File: src/rtl/karatsuba_seq32.sv
// Sequential 32x32 unsigned Karatsuba multiplier.
// Drives one external 18x18 combinational multiplier three times per operation.
module karatsuba_seq32 (
  input  logic        clk,
  input  logic        rst_n,
  input  logic        in_valid,
  output logic        in_ready,
  input  logic [31:0] a,
  input  logic [31:0] b,
  output logic [17:0] mul_x,
  output logic [17:0] mul_y,
  input  logic [35:0] mul_p,
  output logic        out_valid,
  input  logic        out_ready,
  output logic [63:0] p
);

  typedef enum logic [2:0] {
    IDLE,
    LO,
    HI,
    MID,
    SUM,
    OUT
  } state_t;

  state_t state;
  state_t state_nxt;

  logic [15:0] a_l;
  logic [15:0] a_h;
  logic [15:0] b_l;
  logic [15:0] b_h;

  logic [35:0] z0;
  logic [35:0] z2;
  logic [35:0] zm;

  logic [16:0] a_sum;
  logic [16:0] b_sum;

  logic [63:0] z0_x;
  logic [63:0] z2_x;
  logic [63:0] zm_x;
  logic [63:0] z_mid;
  logic [63:0] p_nxt;

  // Half sums keep their carry so the middle product stays exact.
  assign a_sum = {1'b0, a_h} + {1'b0, a_l};
  assign b_sum = {1'b0, b_h} + {1'b0, b_l};

  // Partial products are signed so approximation error passes straight through.
  assign z0_x = {{28{z0[35]}}, z0};
  assign z2_x = {{28{z2[35]}}, z2};
  assign zm_x = {{28{zm[35]}}, zm};

  assign z_mid = zm_x - z2_x - z0_x;
  assign p_nxt = (z2_x << 32) + (z_mid << 16) + z0_x;

  // State register.
  always_ff @(posedge clk) begin
    if (!rst_n) begin
      state <= IDLE;
    end else begin
      state <= state_nxt;
    end
  end

  // Next-state and handshake outputs.
  always_comb begin
    state_nxt = state;
    in_ready  = 1'b0;
    out_valid = 1'b0;
    unique case (state)
      IDLE: begin
        in_ready = 1'b1;
        if (in_valid) begin
          state_nxt = LO;
        end
      end
      LO:  state_nxt = HI;
      HI:  state_nxt = MID;
      MID: state_nxt = SUM;
      SUM: state_nxt = OUT;
      OUT: begin
        out_valid = 1'b1;
        if (out_ready) begin
          state_nxt = IDLE;
        end
      end
      default: state_nxt = IDLE;
    endcase
  end

  // Operand capture, multiplier sequencing and result load.
  always_ff @(posedge clk) begin
    if (!rst_n) begin
      a_l   <= '0;
      a_h   <= '0;
      b_l   <= '0;
      b_h   <= '0;
      z0    <= '0;
      z2    <= '0;
      zm    <= '0;
      mul_x <= '0;
      mul_y <= '0;
      p     <= '0;
    end else begin
      unique case (state)
        IDLE: begin
          if (in_valid) begin
            a_l   <= a[15:0];
            a_h   <= a[31:16];
            b_l   <= b[15:0];
            b_h   <= b[31:16];
            mul_x <= {2'b00, a[15:0]};
            mul_y <= {2'b00, b[15:0]};
          end
        end
        LO: begin
          z0    <= mul_p;
          mul_x <= {2'b00, a_h};
          mul_y <= {2'b00, b_h};
        end
        HI: begin
          z2    <= mul_p;
          mul_x <= {1'b0, a_sum};
          mul_y <= {1'b0, b_sum};
        end
        MID: begin
          zm <= mul_p;
        end
        SUM: begin
          p <= p_nxt;
        end
        OUT: begin
        end
        default: begin
        end
      endcase
    end
  end

endmodule

File: config.mk
export PLATFORM = sky130hd
export DESIGN_NAME = karatsuba_seq32
export DESIGN_NICKNAME = d
export VERILOG_FILES = /design/src/rtl/karatsuba_seq32.sv
export SDC_FILE = /design/constraint.sdc
export NUM_CORES = 1
export LEC_CHECK = 0
export BUFFER_PORTS_ARGS = -buffer_cell sky130_fd_sc_hd__buf_2
export CELL_PAD_IN_SITES_DETAIL_PLACEMENT = 0
export CELL_PAD_IN_SITES_GLOBAL_PLACEMENT = 1
export CORE_ASPECT_RATIO = 0.75
export CORE_MARGIN = 8
export CORE_UTILIZATION = 44
export DETAILED_ROUTE_END_ITERATION = 8
export PLACE_DENSITY = 0.92
export SYNTH_ARGS = -nofsm -noshare
export SYNTH_HDL_FRONTEND = slang
export SYNTH_SLANG_ARGS = --single-unit
File: constraint.sdc
create_clock -name clk -period 7.75 [get_ports clk]
set_clock_uncertainty 0.2 [all_clocks]
set_input_delay 0.775 -clock clk [delete_from_list [all_inputs] [get_ports clk]]
set_output_delay 0.775 -clock clk [all_outputs]
set_load 0.02 [all_outputs]
After elaboration in Yosys (flattened, before gate mapping):

Cells that the tools add are included.

* $add $sub $neg: 6
* equal/unequal tests: 7
* muxes and demuxes: 9
* reduce and logical (&&, ||, !) cells: 5

Operators with widths (number)
* adder 64 bit: 2
* case mux 18 bit (3 select lines): 2
* subtractor 37 x 36 -> 38 bit: 1
* subtractor 36 x 36 -> 37 bit: 1
* 2-to-1 mux 18 bit: 2
* adder 16 x 16 -> 17 bit: 2
* case mux 3 bit (6 select lines): 1
* equality test 3 x 2 -> 1 bit (second input constant): 2
* equality test 3 bit (second input constant): 2
* 2-to-1 mux 3 bit: 2
* AND reduction 2 bit: 3
* inequality test 2 bit (second input constant): 2
* equality test 3 x 1 -> 1 bit (second input constant): 1
* logical NOT 3 bit: 1
* nonzero test 3 bit: 1
* 2-to-1 mux 1 bit: 2

* register bits after elaboration: 275
* input bits: 104
* output and inout bits: 102

Longest topological paths before layout:

Gate-level depths: netlist of run 1.

* word-level depth: 4
* depth in mapped cells: 29

Least setup slack after synthesis of run 1:

No wires, ideal clock.

* kind: register to register
* from: reg z0[35]
* to: reg p[63]
* library setup time: 0.133 ns
* arrival time: 6.375 ns
* data required time: 7.417 ns
* path slack: 1.043 ns
* stages on the path, launching flop included: 23
* cells stage by stage: dfxtp_1 inv_1 fa_1 ha_1 nand2_1 nor3_1 o2111ai_1 a31oi_1 a41oi_1 a41oi_2 fa_1 ha_1 clkbuf_1 a21o_1 a21oi_1 o21ai_0 a21oi_1 o21ai_0 o2bb2ai_1 a311oi_2 xnor2_1 xor2_1 a21oi_1

* cells in the longest elaborated chain, start to end: 3

Ends and longest elaborated chain
* from (decl): RTL line 35 `logic [35:0] z0;`
* from (signal assigned): RTL line 121 `z0 <= mul_p;`
* subtractor 37 x 36 -> 38 bit: RTL line 57 `assign z_mid = zm_x - z2_x - z0_x;`
* adder 64 bit: RTL line 58 `assign p_nxt = (z2_x << 32) + (z_mid << 16) + z0_x;`
* adder 64 bit (*): RTL line 58
* to (signal assigned): RTL line 134 `p <= p_nxt;`
* to (decl): RTL line 15 `output logic [63:0] p`

Every way passes the cells marked *; elsewhere a longest branch is shown, timed or not.
A chain may end at the register's enable or synchronous reset.

Final worst setup path of run 1:

* from: reg z2[0]
* to: reg p[61]

* cells in the longest elaborated chain, start to end: 4

Ends and longest elaborated chain
* from (decl): RTL line 36 `logic [35:0] z2;`
* from (signal assigned): RTL line 126 `z2 <= mul_p;`
* subtractor 36 x 36 -> 37 bit: RTL line 57
* subtractor 37 x 36 -> 38 bit: RTL line 57
* adder 64 bit (*) (2 in a row): RTL line 58

Marks and branches as above.

==> results of run 1 <==
state kept, by name, indices dropped and copies added (netlist names):
signal and cells:
mul_x 17, z0 36, mul_y 17, a_l 16
zm 36, a_h 16, b_h 16, state 3
p 64, z2 36, b_l 16
worst max-delay path: cells and delay by family (launching register included):
| kind | cells | cell delay [ps] |
|---|---|---|
| compound gates | 18 | 3880 |
| xor+xnor | 1 | 240 |
| buf+inv | 2 | 120 |
| simple gates | 2 | 350 |
| flops | 1 | 340 |
| fa+ha+maj | 5 | 1870 |
logic make-up (layout without fill, tap and decap cells):
kind of cell	after synthesis	after routing	synth area share
xor+xnor	98	98	0.0497
simple gates	738	738	0.178
buf+inv	228	381	0.0504
mux	3	3	0.00174
compound gates	619	619	0.226
other cells	1	2	0.000217
fa+ha+maj	203	203	0.177
flops	273	273	0.316
cells in the final DEF (no fill, tap or decap), types with 7 or more instances in the layout:
| master | netlist | routed |
|---|---|---|
| nand2_1 | 478 | 476 |
| a21oi_1 | 312 | 312 |
| dfxtp_1 | 273 | 272 |
| buf_2 | 0 | 203 |
| ha_1 | 133 | 133 |
| nor2_1 | 126 | 124 |
| inv_1 | 112 | 111 |
| fa_1 | 70 | 70 |
| a21o_1 | 61 | 61 |
| xnor2_1 | 59 | 59 |
| xor2_1 | 39 | 39 |
| o21ai_0 | 34 | 34 |
| nand3_1 | 34 | 34 |
| a22oi_1 | 32 | 32 |
| clkbuf_16 | 0 | 29 |
| a221oi_1 | 26 | 26 |
| o21bai_1 | 21 | 21 |
| a31oi_1 | 21 | 21 |
| nor3_1 | 20 | 20 |
| o21ai_1 | 20 | 20 |
| nand4_1 | 16 | 16 |
| a211oi_1 | 12 | 12 |
| buf_4 | 2 | 12 |
| and3_1 | 11 | 11 |
| or3_1 | 8 | 8 |
| clkbuf_1 | 101 | 8 |
| o21a_1 | 7 | 7 |
| or2_2 | 7 | 7 |
| o211ai_1 | 7 | 7 |
layout make-up:
cell class / count / area, um2
timing repair buffer: 215 / 1110
fill: 3873 / 19500
inverter: 112 / 428
tap: 520 / 651
multi-input combinational: 1663 / 11000
clock buffer: 42 / 825
sequential: 273 / 5470
clock inverter: 12 / 116
cell usage after synthesis, types with 4 or more instances:
library cell    n  area share
a221oi_1       26       0.013
o31ai_1         6      0.0026
nand3_1        34      0.0099
nand2b_1        5      0.0018
and2_1          7      0.0025
nor2_1        126       0.027
a21oi_1       312       0.090
and3_1         11      0.0040
a311oi_1        4      0.0020
or2_2           7      0.0025
nor3_1         20      0.0058
xor2_1         39       0.020
or3_1           8      0.0029
buf_1          12      0.0026
clkbuf_1      101       0.022
a211o_1         4      0.0020
a211oi_1       12      0.0052
a31oi_1        21      0.0076
o22ai_1         5      0.0018
nor2b_1         4      0.0014
o21ai_0        34      0.0099
nand4_1        16      0.0058
a21o_1         61       0.027
nand2_1       478        0.10
fa_1           70       0.081
o21bai_1       21      0.0091
nand3b_1        4      0.0017
ha_1          133       0.096
inv_1         112       0.024
dfxtp_1       273        0.32
o21ai_1        20      0.0058
nor3b_1         6      0.0026
xnor2_1        59       0.030
o211ai_1        7      0.0030
o21a_1          7      0.0030
a22oi_1        32       0.014
how the worst min path moves through the flow:
stage / start / slack, ps / cells past startpoint / to
3_5_place_dp: p[25]$_SDFFE_PN0P_ / 240 / 2 / p[25]$_SDFFE_PN0P_
6_report: a[17] / 220 / 3 / a_h[1]$_SDFFE_PN0P_
5_1_grt: a[26] / 210 / 3 / a_h[10]$_SDFFE_PN0P_
2_1_floorplan: z0[32]$_SDFFE_PN0N_ / 240 / 2 / z0[32]$_SDFFE_PN0N_
4_1_cts: a[17] / 190 / 3 / a_h[1]$_SDFFE_PN0P_
3_3_place_gp: p[20]$_SDFFE_PN0P_ / 240 / 2 / p[20]$_SDFFE_PN0P_
power by group through the flow:
stage                     Clock, uW  Sequential (uW)  Combinational [uW]
after floorplan                   0             1610                2300
after global placement            0             1600                3070
after detailed placement          0             1610                3100
after CTS                      1440             1580                3120
after global routing           1490             1590                3460
final                          1400             1580                3150
metrics by stage:
stage	area, um2	std cells	utilization	setup WS [ps]
2_1_floorplan	17300	2164	-	1040
3_3_place_gp	18600	2783	0.477	879
3_5_place_dp	18600	2783	0.477	743
4_1_cts	19600	2837	0.501	693
5_1_grt	19600	2837	0.501	203
6_report	19600	2837	0.501	582
routing by layer:
metal	global-route usage	wire length (um)
met1	0.335	26000
met2	0.358	24100
met3	0.0318	3430
met4	0.0494	1200
met5	0	0
==> impl_metrics.tcl, run 1 <==
set metrics [dict create \
    run_status "finished clean" \
    critical-path-slowest-cell "fa_1" \
    cts_setup_buffers 0 \
    drt_iter0_markers 1353 \
    worst_skew_pair_later_pin_latency_ps 590 \
    most_used_dff_post_synth "dfxtp_1" \
    gp_congestion 0.934 \
    timing.final.max_slew_violations 0 \
    synth_cell_type_count 77 \
    final_layout_size_suffix_gt1_frac 0.130 \
    yosys_warnings 0 \
    cts_max_path_buffers 3 \
    synth-seq-area-share 0.316 \
    r2r_setup_slack_ps 580 \
    htree_num_levels 1 \
    maxSlewHeadroom 0.221 \
    drc_errors 0 \
    cp.arrival_ps 7390 \
    setup_total_negative_slack_ps 0 \
    floorplan.die.width_um 245 \
    p_comb_frac 0.514 \
    setup_viol 0 \
    grt_first_pass_wirelength_um 86900 \
    syn_area_um2 17300 \
    syn_area_per_cell_um2 7.98 \
    die_outline_area_um2 45900 \
    clk_transition_reported_paths_ps 70 \
    finalNetCount 2601 \
    switching_share 0.433 \
    floorplan.io_pins 206 \
    startpoint_type "flop" \
    period_needed_ps 7170 \
    clock.fmax_ghz 0.140 \
    critPathRequiredTime_ps 7970 \
    wl_per_cell_um 19.3 \
    clockRootBuffer "clkbuf_16" \
    cts_tree "yes" \
    synth_seq_cells 273 \
    max_slew.worst_pin.slew_ps 1170 \
    tritoncts_num_sinks 273 \
    powerDensity_nw_per_um2 313 \
    antenna_cells 0 \
    placeableCoreArea_um2 39100 \
    net-switching-power_uw 2660 \
    cts_hold_buffers_added 0 \
    grt_antenna_before_repair 0 \
    grt_pass1_vias 15500 \
    critPathMaxFanout 6 \
    crit-reg2reg-capture "p[61]$_SDFFE_PN0P_" \
    cp-end-kind "flop" \
    vias_per_cell 5.60 \
    post_cts.resized_instances 0 \
    synth_cells 2163 \
    critical_path_class "flop to flop" \
    starting_density_of_the_core 0.442 \
    die_h_um 188 \
    synth_enable_flop_cells 0 \
    finalHoldViolations 0 \
    max-vdd-ir-drop_v 0.000193 \
    worst_path_most_repeated_cell "a21o_1" \
    place.detailed.hpwl_um 40300 \
    grt.total_usage 0.230 \
    rsz0062_at_grt "no" \
    maximum_number_of_pins_on_one_net_before_global_route_repair 168 \
    p_total_uw 6130 \
    core_rows 63 \
    cp_peak_stage_delay_ps 560 \
    critical_path.startpoint "z2[0]$_SDFFE_PN0P_" \
    route.final.wire_length_um 54700 \
    post-route-period-util 0.925 \
    worstReg2RegStart "z2[0]$_SDFFE_PN0P_" \
    power_frac_seq 0.257 \
    maxCapViolCount 0 \
    p_leak_uw 0.00852 \
    synthToLayoutAreaGrowth_pct 13.3 \
    num_vias 15900 \
    async_flop_share 0 \
    worst_hold_slack_ps 215 \
    first_pass_iters 6 \
    internal_power_uw 3470 \
    drtAntennaViolNets 0 \
    grt_overflow 0 \
    hold_path_class "input port to flop" \
    worst-r2r-cell-count 28 \
    worstSetupEndpoint "p[61]$_SDFFE_PN0P_" \
    io_buffer_count 203 \
    share_clk_of_total_power 0.229 \
    cts_buffer_count 29 \
]
No activity file was read; power rests on OpenSTA's default activity.
==> run 2: changes to the inputs <==
==> constraint.sdc (replaced) <==
create_clock -name clk -period 7.75 [get_ports clk]
set_clock_uncertainty 0.2 [all_clocks]
set_input_delay 0.3875 -clock clk [delete_from_list [all_inputs] [get_ports clk]]
set_output_delay 0.3875 -clock clk [all_outputs]
set_load 0.02 [all_outputs]
==> impl_metrics.tcl, run 2 (same netlist as run 1, synthesis figures left out) <==
set metrics [dict create \
    run_status "finished clean" \
    grt_pass1_vias 16100 \
    startpoint_type "flop" \
    cp.arrival_ps 7360 \
    critical-path-slowest-cell "fa_1" \
    powerDensity_nw_per_um2 300 \
    r2r_setup_slack_ps 620 \
    grt.total_usage 0.236 \
    finalHoldViolations 0 \
    rsz0062_at_grt "no" \
    setup_viol 0 \
    worst_skew_pair_later_pin_latency_ps 590 \
    critical_path_class "flop to flop" \
    cts_buffer_count 29 \
    antenna_cells 0 \
    die_outline_area_um2 45900 \
    final-instance-count-excl-fill 2938 \
    p_leak_uw 0.00894 \
    p_total_uw 6180 \
    route.final.wire_length_um 56200 \
    cts_max_path_buffers 3 \
    clockRootBuffer "clkbuf_16" \
    floorplan.io_pins 206 \
    fillerInstances 3781 \
    tritoncts_num_sinks 273 \
    setup_total_negative_slack_ps 0 \
    max_slew.worst_pin.slew_ps 1150 \
    critPathRequiredTime_ps 7970 \
    die_h_um 188 \
    clk_transition_reported_paths_ps 60 \
    hold_path_class "input port to flop" \
    seq_area_um2 5470 \
    timing.final.max_slew_violations 0 \
    maxCapViolCount 0 \
    maxSlewHeadroom 0.236 \
    layout.cells.most_common "nand2_1" \
    post_cts.resized_instances 0 \
    gp_congestion 0.934 \
    htree_num_levels 1 \
    cp-end-kind "flop" \
    commonest_non_fill_non_tap_cells_in_the_layout "nand2_1 (476), a21oi_1 (312), dfxtp_1 (272)" \
    floorplan.die.width_um 245 \
    post-route-period-util 0.920 \
    drt_iter0_markers 1335 \
    maximum_number_of_pins_on_one_net_before_global_route_repair 168 \
    cts_tree "yes" \
    num_vias 16400 \
    grt_first_pass_wirelength_um 89100 \
    placeableCoreArea_um2 39100 \
    clock.fmax_ghz 0.140 \
    core_rows 63 \
    synthToLayoutAreaGrowth_pct 19.2 \
    vias_per_cell 5.59 \
    cts_hold_buffers_added 101 \
    cts_setup_buffers 0 \
    first_pass_iters 5 \
    grt_overflow 0 \
    grt_antenna_before_repair 0 \
    critPathMaxFanout 6 \
    cp_peak_stage_delay_ps 560 \
    place.detailed.instances 2783 \
    finalNetCount 2702 \
    largest_register_ff_count 64 \
    max_flop_register "p" \
    drc_errors 0 \
    final_layout_size_suffix_gt1_frac 0.125 \
    place.detailed.hpwl_um 40300 \
    drtAntennaViolNets 0 \
    worst_path_most_repeated_cell "a21o_1" \
    io_buffer_count 203 \
    starting_density_of_the_core 0.442 \
    multi_input_area_um2 11000 \
    wl_per_cell_um 19.1 \
    max-vdd-ir-drop_v 0.000193 \
    period_needed_ps 7130 \
]
[run 2: area by class of cell]
| cell class | instances | area share |
|---|---|---|
| clock buffers | 42 | 0.0401 |
| flip-flops and latches | 273 | 0.266 |
| multi-input cells | 1663 | 0.533 |
| inverters | 112 | 0.0208 |
| well taps | 520 | 0.0316 |
| repair buffers | 316 | 0.103 |
| clock inverters | 12 | 0.00565 |
[run 2: report_power, final]
part / internal [uW] / switching [uW]
registers: 1490 / 86.3
logic: 1240 / 1960
clock network: 778 / 626
total: 3510 / 2680
[run 2: metrics by stage]
step / util / setup WS (ps) / hold WS (ps) / instance area [um2]
after global routing: 0.526 / 203 / 126 / 20600
after detailed placement: 0.477 / 743 / 242 / 18600
after global placement: 0.477 / 879 / 236 / 18600
after floorplan: - / 1040 / 236 / 17300
after CTS: 0.526 / 693 / 81.8 / 20600
final: 0.526 / 617 / 116 / 20600
[run 2: path summary, 6_finish.rpt]
check | startpoint | endpoint | depth (start not counted)
setup reg to reg | z2[0]$_SDFFE_PN0P_ | p[61]$_SDFFE_PN0P_ | 28
hold reg to reg | p[25]$_SDFFE_PN0P_ | p[25]$_SDFFE_PN0P_ | 2
setup / recovery | z2[0]$_SDFFE_PN0P_ | p[61]$_SDFFE_PN0P_ | 28
hold / removal | in_valid | state[0]$_SDFFE_PN0P_ | 4
[run 2: worst max-delay path, delay by kind of cell (launching register included)]
family	cells	cell delay (ps)
flip-flops	1	340
XOR/XNOR	1	240
AO/OA/AOI/OAI	18	3840
buffers and inverters	2	120
AND/OR/NAND/NOR	2	350
adder cells (fa/ha/maj)	5	1870
[run 2: per-layer routing]
metal  GRT usage  part of all wire  vias to the layer above
met5           0                 0                        -
met4      0.0602             0.027                        0
met3      0.0338             0.059                       98
met2       0.369              0.44                      507
met1       0.338              0.47                     7928
li1            -                 -                     7903
==> run 3: changes to the inputs <==
--- a/config.mk
+++ b/config.mk
@@ -12,6 +12,7 @@
 export CORE_MARGIN = 8
 export CORE_UTILIZATION = 44
 export DETAILED_ROUTE_END_ITERATION = 8
+export MAX_ROUTING_LAYER = met4
 export PLACE_DENSITY = 0.92
 export SYNTH_ARGS = -nofsm -noshare
 export SYNTH_HDL_FRONTEND = slang
==> impl_metrics.tcl, run 3 (same netlist as run 1, synthesis figures left out) <==
set metrics [dict create \
    cts_max_path_buffers 3 \
    max_flop_register "p" \
    worst_case_setup_slack_after_placement_ps 753 \
    launch_instance_of_the_worst_min_delay_path "in_valid" \
    cts_tree "yes" \
    setup_viol 0 \
    first_pass_iters 6 \
    wl_per_cell_um 18.8 \
    critical_path.startpoint "zm[0]$_SDFFE_PN0N_" \
    timing.final.max_slew_violations 0 \
    commonest_non_fill_non_tap_cells_in_the_layout "nand2_1 (476), a21oi_1 (312), dfxtp_1 (272)" \
    grt_first_pass_wirelength_um 88000 \
    place.detailed.instances 2783 \
    timing.critical_path.max_delay_family "compound AO/OA/AOI/OAI gates" \
    gp_congestion 0.941 \
    cp.arrival_ps 7290 \
    cp_peak_stage_delay_ps 520 \
    rsz0062_at_grt "no" \
    hold_path_class "input port to flop" \
    startpoint_type "flop" \
    maxCapViolCount 0 \
    maximum_number_of_pins_on_one_net_before_global_route_repair 168 \
    powerDensity_nw_per_um2 303 \
    setup_slack_of_the_critical_path_after_layout_ps 685 \
    layout.cells.most_common "nand2_1" \
    final_layout_size_suffix_gt1_frac 0.127 \
    share_clk_of_total_power 0.242 \
    synthToLayoutAreaGrowth_pct 19.9 \
    post-route-period-util 0.912 \
    p_comb_frac 0.507 \
    die_h_um 188 \
    finalNetCount 2703 \
    net-switching-power_uw 2650 \
    cp_num_buf_inv 3 \
    drtAntennaViolNets 0 \
    critical-path-slowest-cell "fa_1" \
    worstReg2RegStart "zm[0]$_SDFFE_PN0N_" \
    critical_path_class "flop to flop" \
    route.final.wire_length_um 55300 \
    vias_per_cell 5.55 \
    drc_errors 0 \
    grt_pass1_vias 16000 \
    max_slew.worst_pin.slew_ps 1220 \
    floorplan.io_pins 206 \
    cts_buffer_count 30 \
    power_frac_seq 0.251 \
    grt_overflow 0 \
    worst_skew_pair_later_pin_latency_ps 590 \
    clockRootBuffer "clkbuf_16" \
    floorplan.die.width_um 245 \
    cts_setup_buffers 0 \
    num_vias 16400 \
    place.detailed.hpwl_um 39900 \
    htree_num_levels 1 \
    max-vdd-ir-drop_v 0.000197 \
    maxSlewHeadroom 0.189 \
    period_needed_ps 7070 \
    placeableCoreArea_um2 39100 \
    setup_total_negative_slack_ps 0 \
    clk_transition_reported_paths_ps 60 \
    tritoncts_num_sinks 273 \
    core_rows 63 \
    final-instance-count-excl-fill 2944 \
    critPathRequiredTime_ps 7970 \
    cp-end-kind "flop" \
    post_cts.resized_instances 0 \
    critPathMaxFanout 6 \
    io_buffer_count 203 \
    die_outline_area_um2 45900 \
    starting_density_of_the_core 0.442 \
    run_status "finished clean" \
    grt.total_usage 0.239 \
    largest_register_ff_count 64 \
    worst_path_most_repeated_cell "a21o_1" \
    drt_iter0_markers 1332 \
    grt_antenna_before_repair 4 \
    internal_power_uw 3620 \
    switching_share 0.422 \
    p_leak_uw 0.00899 \
    finalHoldViolations 0 \
    clock.fmax_ghz 0.142 \
]
run 3: worst min-delay path: cells and delay by family:
| kind | cells | cell delay (ps) |
|---|---|---|
| and+or+nand+nor | 2 | 130 |
| AOI/OAI and AO/OA | 1 | 160 |
| buffers and inverters | 1 | 160 |
run 3: path summary, 6_finish.rpt:
check	endpoint	slack (ps)	cells past startpoint
setup / recovery	p[61]$_SDFFE_PN0P_	680	29
hold / removal	state[0]$_SDFFE_PN0P_	100	4
setup reg to reg	p[61]$_SDFFE_PN0P_	680	29
hold reg to reg	p[27]$_SDFFE_PN0P_	250	2
run 3: layout make-up:
| type | count | area, um2 |
|---|---|---|
| Tap cell | 520 | 651 |
| Inverter | 112 | 428 |
| Timing Repair Buffer | 316 | 2120 |
| Antenna cell | 5 | 12.5 |
| Sequential cell | 273 | 5470 |
| Clock buffer | 42 | 886 |
| Clock inverter | 13 | 169 |
| Multi-Input combinational cell | 1663 | 11000 |
| Fill cell | 3761 | 18400 |
run 3: routing by layer:
| layer | share of wire | vias to the layer above | GRT usage |
|---|---|---|---|
| met2 | 0.44 | 497 | 0.352 |
| met5 | 0 | - | - |
| met3 | 0.066 | 87 | 0.0364 |
| li1 | - | 7928 | - |
| met1 | 0.47 | 7841 | 0.338 |
| met4 | 0.027 | 0 | 0.0684 |
run 3: power by group through the flow:
stage / sequential, uW / clock [uW] / combinational (uW)
6_report: 1580 / 1520 / 3180
5_1_grt: 1590 / 1610 / 3510
4_1_cts: 1580 / 1550 / 3150
3_5_place_dp: 1610 / 0 / 3100
3_3_place_gp: 1600 / 0 / 3080
2_1_floorplan: 1610 / 0 / 2300
run 3: repair_timing:
action / 4_1_cts / 5_1_grt
endpoints found under the hold margin: 190 / 0
hold buffers: 101 / 0
endpoints found under the setup margin: 0 / 0
run 3: through the flow:
step,utilization,hold WS [ps],power [uW],instance area [um2]
3_5_place_dp,0.477,244,4700,18600
2_1_floorplan,-,236,3920,17300
6_report,0.530,105,6270,20700
4_1_cts,0.529,81.0,6280,20700
5_1_grt,0.530,130,6700,20700
3_3_place_gp,0.477,239,4680,18600
